File: config.mk
export PLATFORM = sky130hd
export DESIGN_NAME = riscv_mc_control
export DESIGN_NICKNAME = d
export VERILOG_FILES = /design/src/rtl/riscv_mc_pkg.sv /design/src/rtl/alu_decoder.sv /design/src/rtl/riscv_mc_control.sv
export SDC_FILE = /design/constraint.sdc
export NUM_CORES = 1
export LEC_CHECK = 0
export CAP_MARGIN = 20
export CORE_ASPECT_RATIO = 1.5
export CORE_MARGIN = 3
export CORE_UTILIZATION = 35
export DETAILED_ROUTE_END_ITERATION = 16
export PLACE_DENSITY = 0.82
export SYNTH_ARGS = -nofsm -noshare
export SYNTH_HDL_FRONTEND = slang
export SYNTH_SLANG_ARGS = --single-unit
File: constraint.sdc
create_clock -name clk -period 3.4 [get_ports clk]
set_input_delay 0.34 -clock clk [delete_from_list [all_inputs] [get_ports clk]]
set_output_delay 0.34 -clock clk [all_outputs]
set_load 0.02 [all_outputs]
File: src/rtl/riscv_mc_pkg.sv
// Shared encodings for the multicycle RISC-V control unit:
// FSM states, opcodes, ALU operation selects and datapath mux selects.
package riscv_mc_pkg;

    typedef enum logic [3:0] {
        S_FETCH,
        S_DECODE,
        S_EXEC_R,
        S_EXEC_I,
        S_ALU_WB,
        S_MEM_ADR,
        S_MEM_RD,
        S_MEM_WB,
        S_MEM_WR,
        S_BRANCH,
        S_JAL,
        S_ERROR
    } state_e;

    localparam logic [6:0] OP_RTYPE  = 7'b0110011;
    localparam logic [6:0] OP_ITYPE  = 7'b0010011;
    localparam logic [6:0] OP_LOAD   = 7'b0000011;
    localparam logic [6:0] OP_STORE  = 7'b0100011;
    localparam logic [6:0] OP_BRANCH = 7'b1100011;
    localparam logic [6:0] OP_JAL    = 7'b1101111;

    typedef enum logic [2:0] {
        ALU_ADD = 3'b000,
        ALU_SUB = 3'b001,
        ALU_AND = 3'b010,
        ALU_OR  = 3'b011,
        ALU_SLT = 3'b101
    } alu_sel_e;

    // Which funct table the ALU decoder applies in the current state.
    typedef enum logic [1:0] {
        DEC_ADD,
        DEC_BRANCH,
        DEC_RTYPE,
        DEC_ITYPE
    } dec_class_e;

    localparam logic       ADR_PC     = 1'b0;
    localparam logic       ADR_ALUOUT = 1'b1;

    localparam logic [1:0] SRCA_PC    = 2'b00;
    localparam logic [1:0] SRCA_OLDPC = 2'b01;
    localparam logic [1:0] SRCA_RS1   = 2'b10;

    localparam logic [1:0] SRCB_RS2   = 2'b00;
    localparam logic [1:0] SRCB_IMM   = 2'b01;
    localparam logic [1:0] SRCB_FOUR  = 2'b10;

    localparam logic [1:0] RES_ALUOUT = 2'b00;
    localparam logic [1:0] RES_DATA   = 2'b01;
    localparam logic [1:0] RES_ALU    = 2'b10;

    typedef struct packed {
        logic       pc_write;
        logic       ir_write;
        logic       adr_src;
        logic       mem_read;
        logic       mem_write;
        logic       reg_write;
        logic [1:0] alu_src_a;
        logic [1:0] alu_src_b;
        logic [1:0] result_src;
        logic [2:0] alu_sel;
        logic       illegal;
    } ctrl_t;

endpackage

File: src/rtl/alu_decoder.sv
// Combinational funct decode: maps the instruction class, funct3 and funct7[5]
// to the ALU operation select, flagging funct combinations the core does not support.
module alu_decoder
    import riscv_mc_pkg::*;
(
    input  dec_class_e i_class,
    input  logic [2:0] i_funct3,
    input  logic       i_funct7_5,
    output logic [2:0] o_alu_sel,
    output logic       o_illegal_funct
);

    always_comb begin
        // NOTE: every output gets a default first so no path through the case leaves it unassigned (no latch).
        o_alu_sel       = ALU_ADD;
        o_illegal_funct = 1'b0;
        case (i_class)
            DEC_BRANCH: begin
                case (i_funct3)
                    3'b000, 3'b001: o_alu_sel = ALU_SUB;
                    3'b100:         o_alu_sel = ALU_SLT;
                    default:        o_illegal_funct = 1'b1;
                endcase
            end
            DEC_RTYPE, DEC_ITYPE: begin
                case (i_funct3)
                    3'b000:  o_alu_sel = (i_class == DEC_RTYPE && i_funct7_5) ? ALU_SUB : ALU_ADD;
                    3'b111:  o_alu_sel = ALU_AND;
                    3'b110:  o_alu_sel = ALU_OR;
                    3'b010:  o_alu_sel = ALU_SLT;
                    default: o_illegal_funct = 1'b1;
                endcase
            end
            default: o_alu_sel = ALU_ADD;
        endcase
    end

endmodule

File: src/rtl/riscv_mc_control.sv
// Multicycle RISC-V control FSM: sequences fetch/decode/execute/memory/writeback
// and drives the datapath enables, mux selects and ALU operation.
module riscv_mc_control
    import riscv_mc_pkg::*;
(
    input  logic        clk,
    input  logic        rst_n,
    input  logic [31:0] instr,
    input  logic        zero,
    input  logic        mem_ready,
    output logic        pc_write,
    output logic        ir_write,
    output logic        adr_src,
    output logic        mem_read,
    output logic        mem_write,
    output logic        reg_write,
    output logic [1:0]  alu_src_a,
    output logic [1:0]  alu_src_b,
    output logic [1:0]  result_src,
    output logic [2:0]  alu_sel,
    output logic        illegal
);

    state_e     r_state;
    state_e     w_next;
    ctrl_t      w_ctrl;
    dec_class_e w_class;
    logic [6:0] w_opcode;
    logic [2:0] w_funct3;
    logic [2:0] w_dec_sel;
    logic       w_illegal_funct;
    logic       w_unused;

    assign w_opcode = instr[6:0];
    assign w_funct3 = instr[14:12];
    // Register and immediate fields belong to the datapath, not to control.
    assign w_unused = ^{instr[31], instr[29:15], instr[11:7]};

    always_comb begin
        case (r_state)
            S_EXEC_R: w_class = DEC_RTYPE;
            S_EXEC_I: w_class = DEC_ITYPE;
            S_BRANCH: w_class = DEC_BRANCH;
            default:  w_class = DEC_ADD;
        endcase
    end

    alu_decoder u_alu_decoder (
        .i_class         (w_class),
        .i_funct3        (w_funct3),
        .i_funct7_5      (instr[30]),
        .o_alu_sel       (w_dec_sel),
        .o_illegal_funct (w_illegal_funct)
    );

    always_ff @(posedge clk or negedge rst_n) begin
        if (!rst_n) begin
            r_state <= S_FETCH;
        end else begin
            // NOTE: state registers use non-blocking assignment so every flop samples pre-edge values.
            r_state <= w_next;
        end
    end

    always_comb begin
        w_next = r_state;
        w_ctrl = '0;
        case (r_state)
            S_FETCH: begin
                w_ctrl.adr_src    = ADR_PC;
                w_ctrl.mem_read   = 1'b1;
                w_ctrl.alu_src_a  = SRCA_PC;
                w_ctrl.alu_src_b  = SRCB_FOUR;
                w_ctrl.result_src = RES_ALU;
                if (mem_ready) begin
                    w_ctrl.ir_write = 1'b1;
                    w_ctrl.pc_write = 1'b1;
                    w_next          = S_DECODE;
                end
            end
            S_DECODE: begin
                // Branch/jump target lands in ALUOut while the opcode is examined.
                w_ctrl.alu_src_a = SRCA_OLDPC;
                w_ctrl.alu_src_b = SRCB_IMM;
                case (w_opcode)
                    OP_RTYPE:          w_next = S_EXEC_R;
                    OP_ITYPE:          w_next = S_EXEC_I;
                    OP_LOAD, OP_STORE: w_next = S_MEM_ADR;
                    OP_BRANCH:         w_next = S_BRANCH;
                    OP_JAL:            w_next = S_JAL;
                    default:           w_next = S_ERROR;
                endcase
            end
            S_EXEC_R, S_EXEC_I: begin
                w_ctrl.alu_src_a = SRCA_RS1;
                w_ctrl.alu_src_b = (r_state == S_EXEC_R) ? SRCB_RS2 : SRCB_IMM;
                w_ctrl.alu_sel   = w_dec_sel;
                w_next           = w_illegal_funct ? S_ERROR : S_ALU_WB;
            end
            S_ALU_WB: begin
                w_ctrl.result_src = RES_ALUOUT;
                w_ctrl.reg_write  = 1'b1;
                w_next            = S_FETCH;
            end
            S_MEM_ADR: begin
                w_ctrl.alu_src_a = SRCA_RS1;
                w_ctrl.alu_src_b = SRCB_IMM;
                w_next           = (w_opcode == OP_STORE) ? S_MEM_WR : S_MEM_RD;
            end
            S_MEM_RD: begin
                w_ctrl.adr_src  = ADR_ALUOUT;
                w_ctrl.mem_read = 1'b1;
                if (mem_ready) w_next = S_MEM_WB;
            end
            S_MEM_WB: begin
                w_ctrl.result_src = RES_DATA;
                w_ctrl.reg_write  = 1'b1;
                w_next            = S_FETCH;
            end
            S_MEM_WR: begin
                w_ctrl.adr_src   = ADR_ALUOUT;
                w_ctrl.mem_write = 1'b1;
                if (mem_ready) w_next = S_FETCH;
            end
            S_BRANCH: begin
                w_ctrl.alu_src_a  = SRCA_RS1;
                w_ctrl.alu_src_b  = SRCB_RS2;
                w_ctrl.result_src = RES_ALUOUT;
                w_ctrl.alu_sel    = w_dec_sel;
                if (w_illegal_funct) begin
                    w_next = S_ERROR;
                end else begin
                    // beq takes on zero; bne and blt (slt result of 1) take on non-zero.
                    w_ctrl.pc_write = (w_funct3 == 3'b000) ? zero : !zero;
                    w_next          = S_FETCH;
                end
            end
            S_JAL: begin
                w_ctrl.alu_src_a  = SRCA_OLDPC;
                w_ctrl.alu_src_b  = SRCB_FOUR;
                w_ctrl.result_src = RES_ALUOUT;
                w_ctrl.pc_write   = 1'b1;
                w_next            = S_ALU_WB;
            end
            S_ERROR: begin
                w_ctrl.illegal = 1'b1;
            end
            default: begin
                w_next = S_ERROR;
            end
        endcase
        // Outputs are held quiet for the whole time reset is asserted, not just from the next edge.
        if (!rst_n) w_ctrl = '0;
    end

    assign pc_write   = w_ctrl.pc_write;
    assign ir_write   = w_ctrl.ir_write;
    assign adr_src    = w_ctrl.adr_src;
    assign mem_read   = w_ctrl.mem_read;
    assign mem_write  = w_ctrl.mem_write;
    assign reg_write  = w_ctrl.reg_write;
    assign alu_src_a  = w_ctrl.alu_src_a;
    assign alu_src_b  = w_ctrl.alu_src_b;
    assign result_src = w_ctrl.result_src;
    assign alu_sel    = w_ctrl.alu_sel;
    assign illegal    = w_ctrl.illegal;

endmodule

Word level (Yosys, flattened, before mapping)
Index checks and enable logic that the tools add are counted.

storage, ports and cells
  register bits after elaboration = 4
  output and inout port bits = 16
  word-level logic and storage cells = 76
  input port bits = 36

operators by class
  equal/unequal tests = 28
  muxes and demuxes = 31
  reductions and logical operators = 15
  bitwise gates (word level) = 1

operators with widths
  cell                number
  $pmux 4 s10         1
  $mux 4              6
  $pmux 4 s6          1
  $pmux 4 s5          1
  $eq 4x3->1 const B  4
  $eq 4x4->1 const B  4
  $mux 16             1
  $eq 7x6->1 const B  2
  $eq 7x7->1 const B  2
  $reduce_or 2->1     7
  $mux 1              12
  $pmux 3 s2          2
  $pmux 3 s4          1
  $eq 3x3->1 const B  3
  $eq 4x2->1 const B  2
  $eq 7x2->1 const B  1
  $eq 7x5->1 const B  1
  $ne 2x2->1 const B  3
  $pmux 2 s3          1
  $reduce_or 3->1     2
  $eq 2x2->1 const B  2
  $eq 4x1->1 const B  1
  $logic_not 4->1     1
  $pmux 2 s2          1
  other kinds (13)    13

Logic depth before layout (Yosys ltp)
Gate-level depths: netlist of the first run.

  depth after elaboration = 9
  mapped depth = 6

Cells and area by module
A second synthesis of the first run with hierarchy kept.

unflattened totals
  cell total of the unflattened synthesis = 112
  area, all modules = 772.0 um^2

modules (own cells, without submodules)
  module            cells each  area each (um^2)  times used
  riscv_mc_control  96          670.6             1
  alu_decoder       16          101.3             1

Worst setup path after synthesis of the first run
Ideal clock, no wire load.

  path type = flip-flop to output port
  start = register r_state[1]
  end = output port pc_write
  slack = 1.483 ns
  data arrival time = 1.577 ns
  stages on the path, launching flop included = 6
  required time = 3.060 ns
  path buffers = 1
  cells stage by stage = dfrtp_1 buf_4 nor3b_2 nor3_1 a21oi_1 o41ai_1

on the way
  word-level cells in the longest chain between the ends = 8
  elaborated cells on any way between the ends = 14
  classes of those cells = eq/ne: 7; mux: 5; reduce/logical: 2

RTL lines
  what                                      RTL line                                        RTL
  start, declared                           riscv_mc_control.sv:24                          state_e r_state;
  start signal, assigned                    riscv_mc_control.sv:61                          r_state <= w_next;
  $eq 4x4->1 or $eq 4x2->1 (tied branches)  riscv_mc_control.sv:40, riscv_mc_control.sv:68
  $pmux 2 s3                                riscv_mc_control.sv:40                          case (r_state)
  $eq 2x2->1                                alu_decoder.sv:17                               case (i_class)
  $reduce_or 2->1                           alu_decoder.sv:17
  $pmux 1 s2                                alu_decoder.sv:17
  $mux 1                                    riscv_mc_control.sv:130                         if (w_illegal_funct) begin
  $pmux 1 s3 (*)                            riscv_mc_control.sv:68                          case (r_state)
  $mux 16 (*)                               riscv_mc_control.sv:153                         if (!rst_n) w_ctrl = '0;
  end, declared                             riscv_mc_control.sv:11                          output logic pc_write,

Mark *: on every way between the ends. The rest lies on a longest branch, timed or not.

Worst setup path in the final report of the first run
  start = register r_state[1]
  end = output port alu_sel[0]

on the way
  word-level cells in the longest chain between the ends = 9
  elaborated cells on any way between the ends = 15
  classes of those cells = eq/ne: 6; mux: 6; reduce/logical: 3

RTL lines
  what                                      RTL line                                        RTL
  $eq 4x4->1 or $eq 4x2->1 (tied branches)  riscv_mc_control.sv:40, riscv_mc_control.sv:68
  $pmux 2 s3                                riscv_mc_control.sv:40
  $eq 2x2->1                                alu_decoder.sv:17, alu_decoder.sv:27
  $logic_and 1x1->1                         alu_decoder.sv:27                               3'b000: o_alu_sel = (i_class == DEC_RTYPE && i_funct7_5) ? ALU_SUB : ALU_ADD;
  $mux 1                                    alu_decoder.sv:27
  $pmux 3 s4                                alu_decoder.sv:26                               case (i_funct3)
  $pmux 3 s2                                alu_decoder.sv:17
  $mux 3 (*)                                riscv_mc_control.sv:68
  $mux 16 (*)                               riscv_mc_control.sv:153
  end, declared                             riscv_mc_control.sv:20                          output logic [2:0] alu_sel,

Marked as above.

==> metrics, run 1 <==
CTS clk-pin slew, worst paths 40 ps; Post-synth top cells nor2_1, nand2_1, a21oi_1, nor2b_1, o21ai_0; Top FF cell, synth dfrtp_1; H-tree Lvls 1; Synth Area in Compound Gates 0.241; biggest regs r_state: 4 flops; # port buffers 30; largest family of logic cells by synthesized area simple AND/OR/NAND/NOR gates; first-pass GRT wire length 3.13 mm; clk buf depth 2; ANT cells 0; die width 43.0 um; register bank with the most flops r_state; Via Count 884; Post-Synth Simple-Gate Area 0.490; crit-path max FO 18; Gate Count Post-Synth 108; Post-CTS Resized 0; Setup Total Neg Slack 0 ps; initial DRC count 11; CTS sink count 4; Worst Reg-to-Reg Cells 4; largest net degree at the start of global routing 22; CTS tree built; FF+latch count, synth 4; Total Wirelength 1.97 mm; total CTS buffers 3; RR Endpoint r_state[0]; Syn Nets 144; post-synth top area cell dfrtp_1; DP Wirelength 1.53 mm; synth warn 0; Syn Area/Cell 6.64 um2; RSZ-0062 raised after global routing no; maxcap violations 0; FF/Latch Area 100 um2; post-route clock period utilization 0.787; min-delay worst type in -> async; post-CTS setup buffers 0; Least-Margin Pin Slew 596 ps; fin crit period 2670 ps; I/O pin count 52; Final Slew Violations 0; FP Rows 19; crit path kind reg -> out; Worst Skew 1.19 ps; FMAX 374 MHz; NumNets Final 172; total power 706 uW; slew margin rel. 0.603; Worst Setup Start Kind flip-flop; Core Box Area 1880 um2; Reg2Reg Setup Slack 1690 ps; Worst EP required 3060 ps; Crit path arrival time 2330 ps; worst skew pair latency 230 ps; Setup violations, final 0; Post-synth EDFFs 0; drt drc 0; Clock Root Buffer clkbuf_4; cell with the most instances after synthesis nor2_1; mux contribution to synthesized area 0; Synth cell types 37; DR pass1 iterations 4; layout cell share with drive strength beyond 1 0.0672; worst vdd ir 0.368 mV; RR Startpoint r_state[2]; Post-Synth XOR/XNOR Area 0.0366; top-area cell type share of the netlist area 0.140; Total GRT Usage 0.146; leakage power 0.384 nW; multi-input logic area 551 um2; Starting Density 0.382; CP Capture Type output pin; Netlist Area Pre-Place 717 um2; Final ANT Viol Nets 0; Area Overhead vs Synth 42.1%; initial antenna violation count 0; Pwr Density 693 nW/um2; Filler Cells Inserted 203; final hold violations 0; vias in the first global route 753; die height 61.4 um; fraction of the mapped netlist area in adder cells 0; CTS Hold Buffers Added 0; die area 2640 um2; drt wl/cell 12.7 um; max reg flops 4; status finished, final reports clean; Synth area leaders dfrtp_1, nor2_1, a21oi_1; aggregate global routing overflow 0; Seq/Total Area, Yosys 0.140; routed vias/inst 5.70; Post-synth ARST share 1.00; Routability Congestion 0.883
[cell type report]
class / instances / area share
multi-input combinational: 93 / 0.541
timing repair buffer: 31 / 0.302
tap: 21 / 0.0258
inverter: 3 / 0.0111
sequential: 4 / 0.0983
clock buffer: 3 / 0.0221
[kinds of logic after synthesis]
family | count (synthesis)
compound gates | 27
xor+xnor | 3
buf+inv | 11
flops | 4
simple gates | 63
[critical path: stages, from the launching register on]
cell,delay [ps]
dfrtp_1,640
or3b_4,460
o32ai_1,260
and2_1,160
clkdlybuf4s50_1,590
[cell usage in the layout, fill, tap and decap left out, drive strengths merged, types with 2 or more instances in the layout]
master / synthesis / final
clkdlybuf4s50: 0 / 30
nor2: 13 / 13
nand2: 12 / 12
a21oi: 9 / 9
nor2b: 7 / 7
o21ai: 6 / 6
nor3: 5 / 5
and3: 4 / 4
dfrtp: 4 / 4
nor3b: 4 / 4
and2: 3 / 3
inv: 3 / 3
nand4: 3 / 3
clkbuf: 0 / 3
nand2b: 2 / 2
xor2: 2 / 2
nand3: 2 / 2
a22oi: 2 / 2
a21o: 2 / 2
a32oi: 2 / 2
[metal layers]
metal  wire (um)  GRT usage
met1         842      0.178
met2         956      0.270
met3         148     0.0117
met4          20     0.0474
met5           0          0
[through the flow]
| stage | area, um2 | hold WS (ps) | std cells | util | setup WS [ps] |
|---|---|---|---|---|---|
| after floorplan | 717 | 44.4 | 108 | - | 1480 |
| after global placement | 996 | 640 | 152 | 0.530 | 860 |
| after detailed placement | 996 | 641 | 152 | 0.530 | 861 |
| after CTS | 1020 | 407 | 155 | 0.542 | 728 |
| after global routing | 1020 | 413 | 155 | 0.542 | 572 |
| final | 1020 | 405 | 155 | 0.542 | 726 |
[report_power, final]
part	leakage [nW]	switching, mW	internal [mW]
Clock	0.0138	0.0161	0.0393
Combinational	0.322	0.239	0.234
Sequential	0.0486	0.107	0.0714
Total	0.384	0.362	0.344
[worst max-delay path by stage]
stage                             to       start  cells after the start  slack (ps)
after floorplan             pc_write  r_state[1]                      5        1480
after global placement      pc_write       rst_n                      6         860
after detailed placement    pc_write       rst_n                      6         860
after CTS                 alu_sel[0]  r_state[1]                      4         730
after global routing      alu_sel[2]  r_state[1]                      5         570
final                     alu_sel[0]  r_state[1]                      4         730
(Power assumes the default switching activity.)
==> run 2: changes to the inputs <==
--- a/config.mk
+++ b/config.mk
@@ -8,9 +8,9 @@
 export CAP_MARGIN = 20
 export CORE_ASPECT_RATIO = 1.5
 export CORE_MARGIN = 3
-export CORE_UTILIZATION = 35
+export CORE_UTILIZATION = 31
 export DETAILED_ROUTE_END_ITERATION = 16
-export PLACE_DENSITY = 0.82
+export PLACE_DENSITY = 0.76
 export SYNTH_ARGS = -nofsm -noshare
 export SYNTH_HDL_FRONTEND = slang
 export SYNTH_SLANG_ARGS = --single-unit
==> constraint.sdc (replaced) <==
create_clock -name clk -period 2.2 [get_ports clk]
set_input_delay 0.22 -clock clk [delete_from_list [all_inputs] [get_ports clk]]
set_output_delay 0.22 -clock clk [all_outputs]
set_load 0.02 [all_outputs]
==> run 2 against run 1 <==
Against the previous run:
- setup slack worse by 690 ps
- global-route usage up 2.7 points
- routed wire length up 19%
- flip-flop and latch count unchanged
- non-clock buffer count up 13
- die area up 11%
- cell count up 9.0%
- total power up 77%
- hold slack worse by 87 ps
- clock skew up 0.83 ps
- critical path depth up 2
- register-to-register slack worse by 1100 ps
- critical path type unchanged
- highest routed layer unchanged
==> metrics, run 2 (synthesis gave the netlist of run 1 again) <==
H-tree Lvls 1; Clock Root Buffer clkbuf_4; fin crit period 2160 ps; status finished, final reports clean; Core Box Area 2100 um2; aggregate global routing overflow 0; NetSw 618 uW; WP buf/inv 4; CP Capture Type output pin; die area 2940 um2; worst vdd ir 0.383 mV; post-route clock period utilization 0.982; Setup Total Neg Slack 0 ps; internal power 632 uW; hold slack 318 ps; CTS clk-pin slew, worst paths 40 ps; Total GRT Usage 0.173; max reg flops 4; Routed met2 length 1.27 mm; crit-path cells buf_4 -> buf_4 -> inv_1 -> nand2_1 -> a21oi_1 -> clkdlybuf4s50_1; most used cell, CP buf_4; post-CTS setup buffers 0; crit-path max FO 12; DP Wirelength 1.79 mm; Worst EP required 1980 ps; DR pass1 iterations 4; Routability Congestion 0.896; CP peak stage delay 650 ps; routed length on met3 140 um; initial DRC count 25; Post-CTS Resized 5; Crit path arrival time 1940 ps; drt drc 0; FMAX 463 MHz; switching share of power 0.494; worst skew pair latency 230 ps; commonest non-fill, non-tap cell in the layout clkdlybuf4s50_1; dpl cells 166; Area Overhead vs Synth 59.0%; WL met1 920 um; Final ANT Viol Nets 0; Setup violations, final 0; Logic pwr share 0.810; Filler Cells Inserted 220; clk buf depth 2; initial antenna violation count 0; die height 64.9 um; leakage power 0.609 nW; first-pass GRT wire length 3.95 mm; Non-Filler Instances 169; Pwr Density 1100 nW/um2; Top Metal Used met4; min-delay worst type in -> async; total CTS buffers 3; Worst Skew 2.02 ps; Final Slew Violations 0; final worst slack 39.6 ps; CTS sink count 4; final hold violations 0; clock power share 0.070; Least-Margin Pin Slew 406 ps; die width 45.3 um; register bank with the most flops r_state; Via Count 951; FP Rows 20; I/O pin count 52; # port buffers 30; critical path's slowest cell clkdlybuf4s50_1; Seq pwr share 0.120; slew margin rel. 0.727; vias in the first global route 930; pre-CTS WS -26.9 ps; layout cell share with drive strength beyond 1 0.156; drt wl/cell 13.8 um; CTS Hold Buffers Added 0; CTS tree built; biggest regs r_state: 4 flops; Worst Setup Start Kind flip-flop; NumNets Final 185; crit path kind reg -> out; ANT cells 0; post-layout util 0.542; crit-path leading delay family buffers and inverters; largest net degree at the start of global routing 21; routed vias/inst 5.63; Starting Density 0.341; maxcap violations 0; Total Wirelength 2.34 mm; most frequent cells in the layout clkdlybuf4s50_1, nor2_1, buf_4, nand2_1, a21oi_1
## run 2: cell types whose count changed in the layout (fill, tap and decap cells not counted), sizes merged
cell and delta:
dlygate4sd2 +4, buf +13, clkdlybuf4s50 -13, dlymetal6s2s +8, clkbuf +1
## run 2: per-layer routing
metal,up-vias,GRT usage
li1,472,-
met3,4,0.0167
met4,0,0.0659
met5,-,0
met2,38,0.312
met1,437,0.197
## run 2: worst paths after layout
| kind | start | endpoint | slack (ps) | depth (start not counted) |
|---|---|---|---|---|
| min reg2reg | r_state[2] | r_state[1] | 770 | 3 |
| min in group clk | r_state[2] | r_state[1] | 770 | 3 |
| min | rst_n | r_state[0] | 320 | 2 |
| max in group asynchronous | rst_n | r_state[2] | 1750 | 2 |
| max reg2reg | r_state[1] | r_state[0] | 610 | 5 |
| max | r_state[3] | alu_src_a[0] | 40 | 6 |
## run 2: cell type report
type                       count  area, um2  share of cell area
clock buffer                   3       22.5              0.0198
multi-input combinational     93        551               0.483
inverter                       3       11.3             0.00988
sequential                     4        100              0.0878
timing repair buffer          44        428               0.375
tap                           22       27.5              0.0241
## run 2: worst register-to-register path, delay by kind of cell (launching register included)
kind | cells | cell delay, ps
compound gates | 3 | 520
buf+inv | 1 | 200
flops | 1 | 440
simple gates | 1 | 330
## run 2: power groups by stage
stage / clock network [mW] / logic (mW) / registers, mW
floorplan: 0 / 0.672 / 0.134
global placement: 0 / 0.991 / 0.149
detailed placement: 0 / 1.01 / 0.150
CTS: 0.0905 / 1.01 / 0.150
global route: 0.0931 / 1.11 / 0.159
finish: 0.0875 / 1.01 / 0.150
## run 2: per-stage QoR
| step | cell area [um2] | power, mW |
|---|---|---|
| 5_1_grt | 1140 | 1.36 |
| 4_1_cts | 1120 | 1.25 |
| 3_5_place_dp | 1110 | 1.16 |
| 2_1_floorplan | 717 | 0.806 |
| 3_3_place_gp | 1110 | 1.14 |
| 6_report | 1140 | 1.25 |
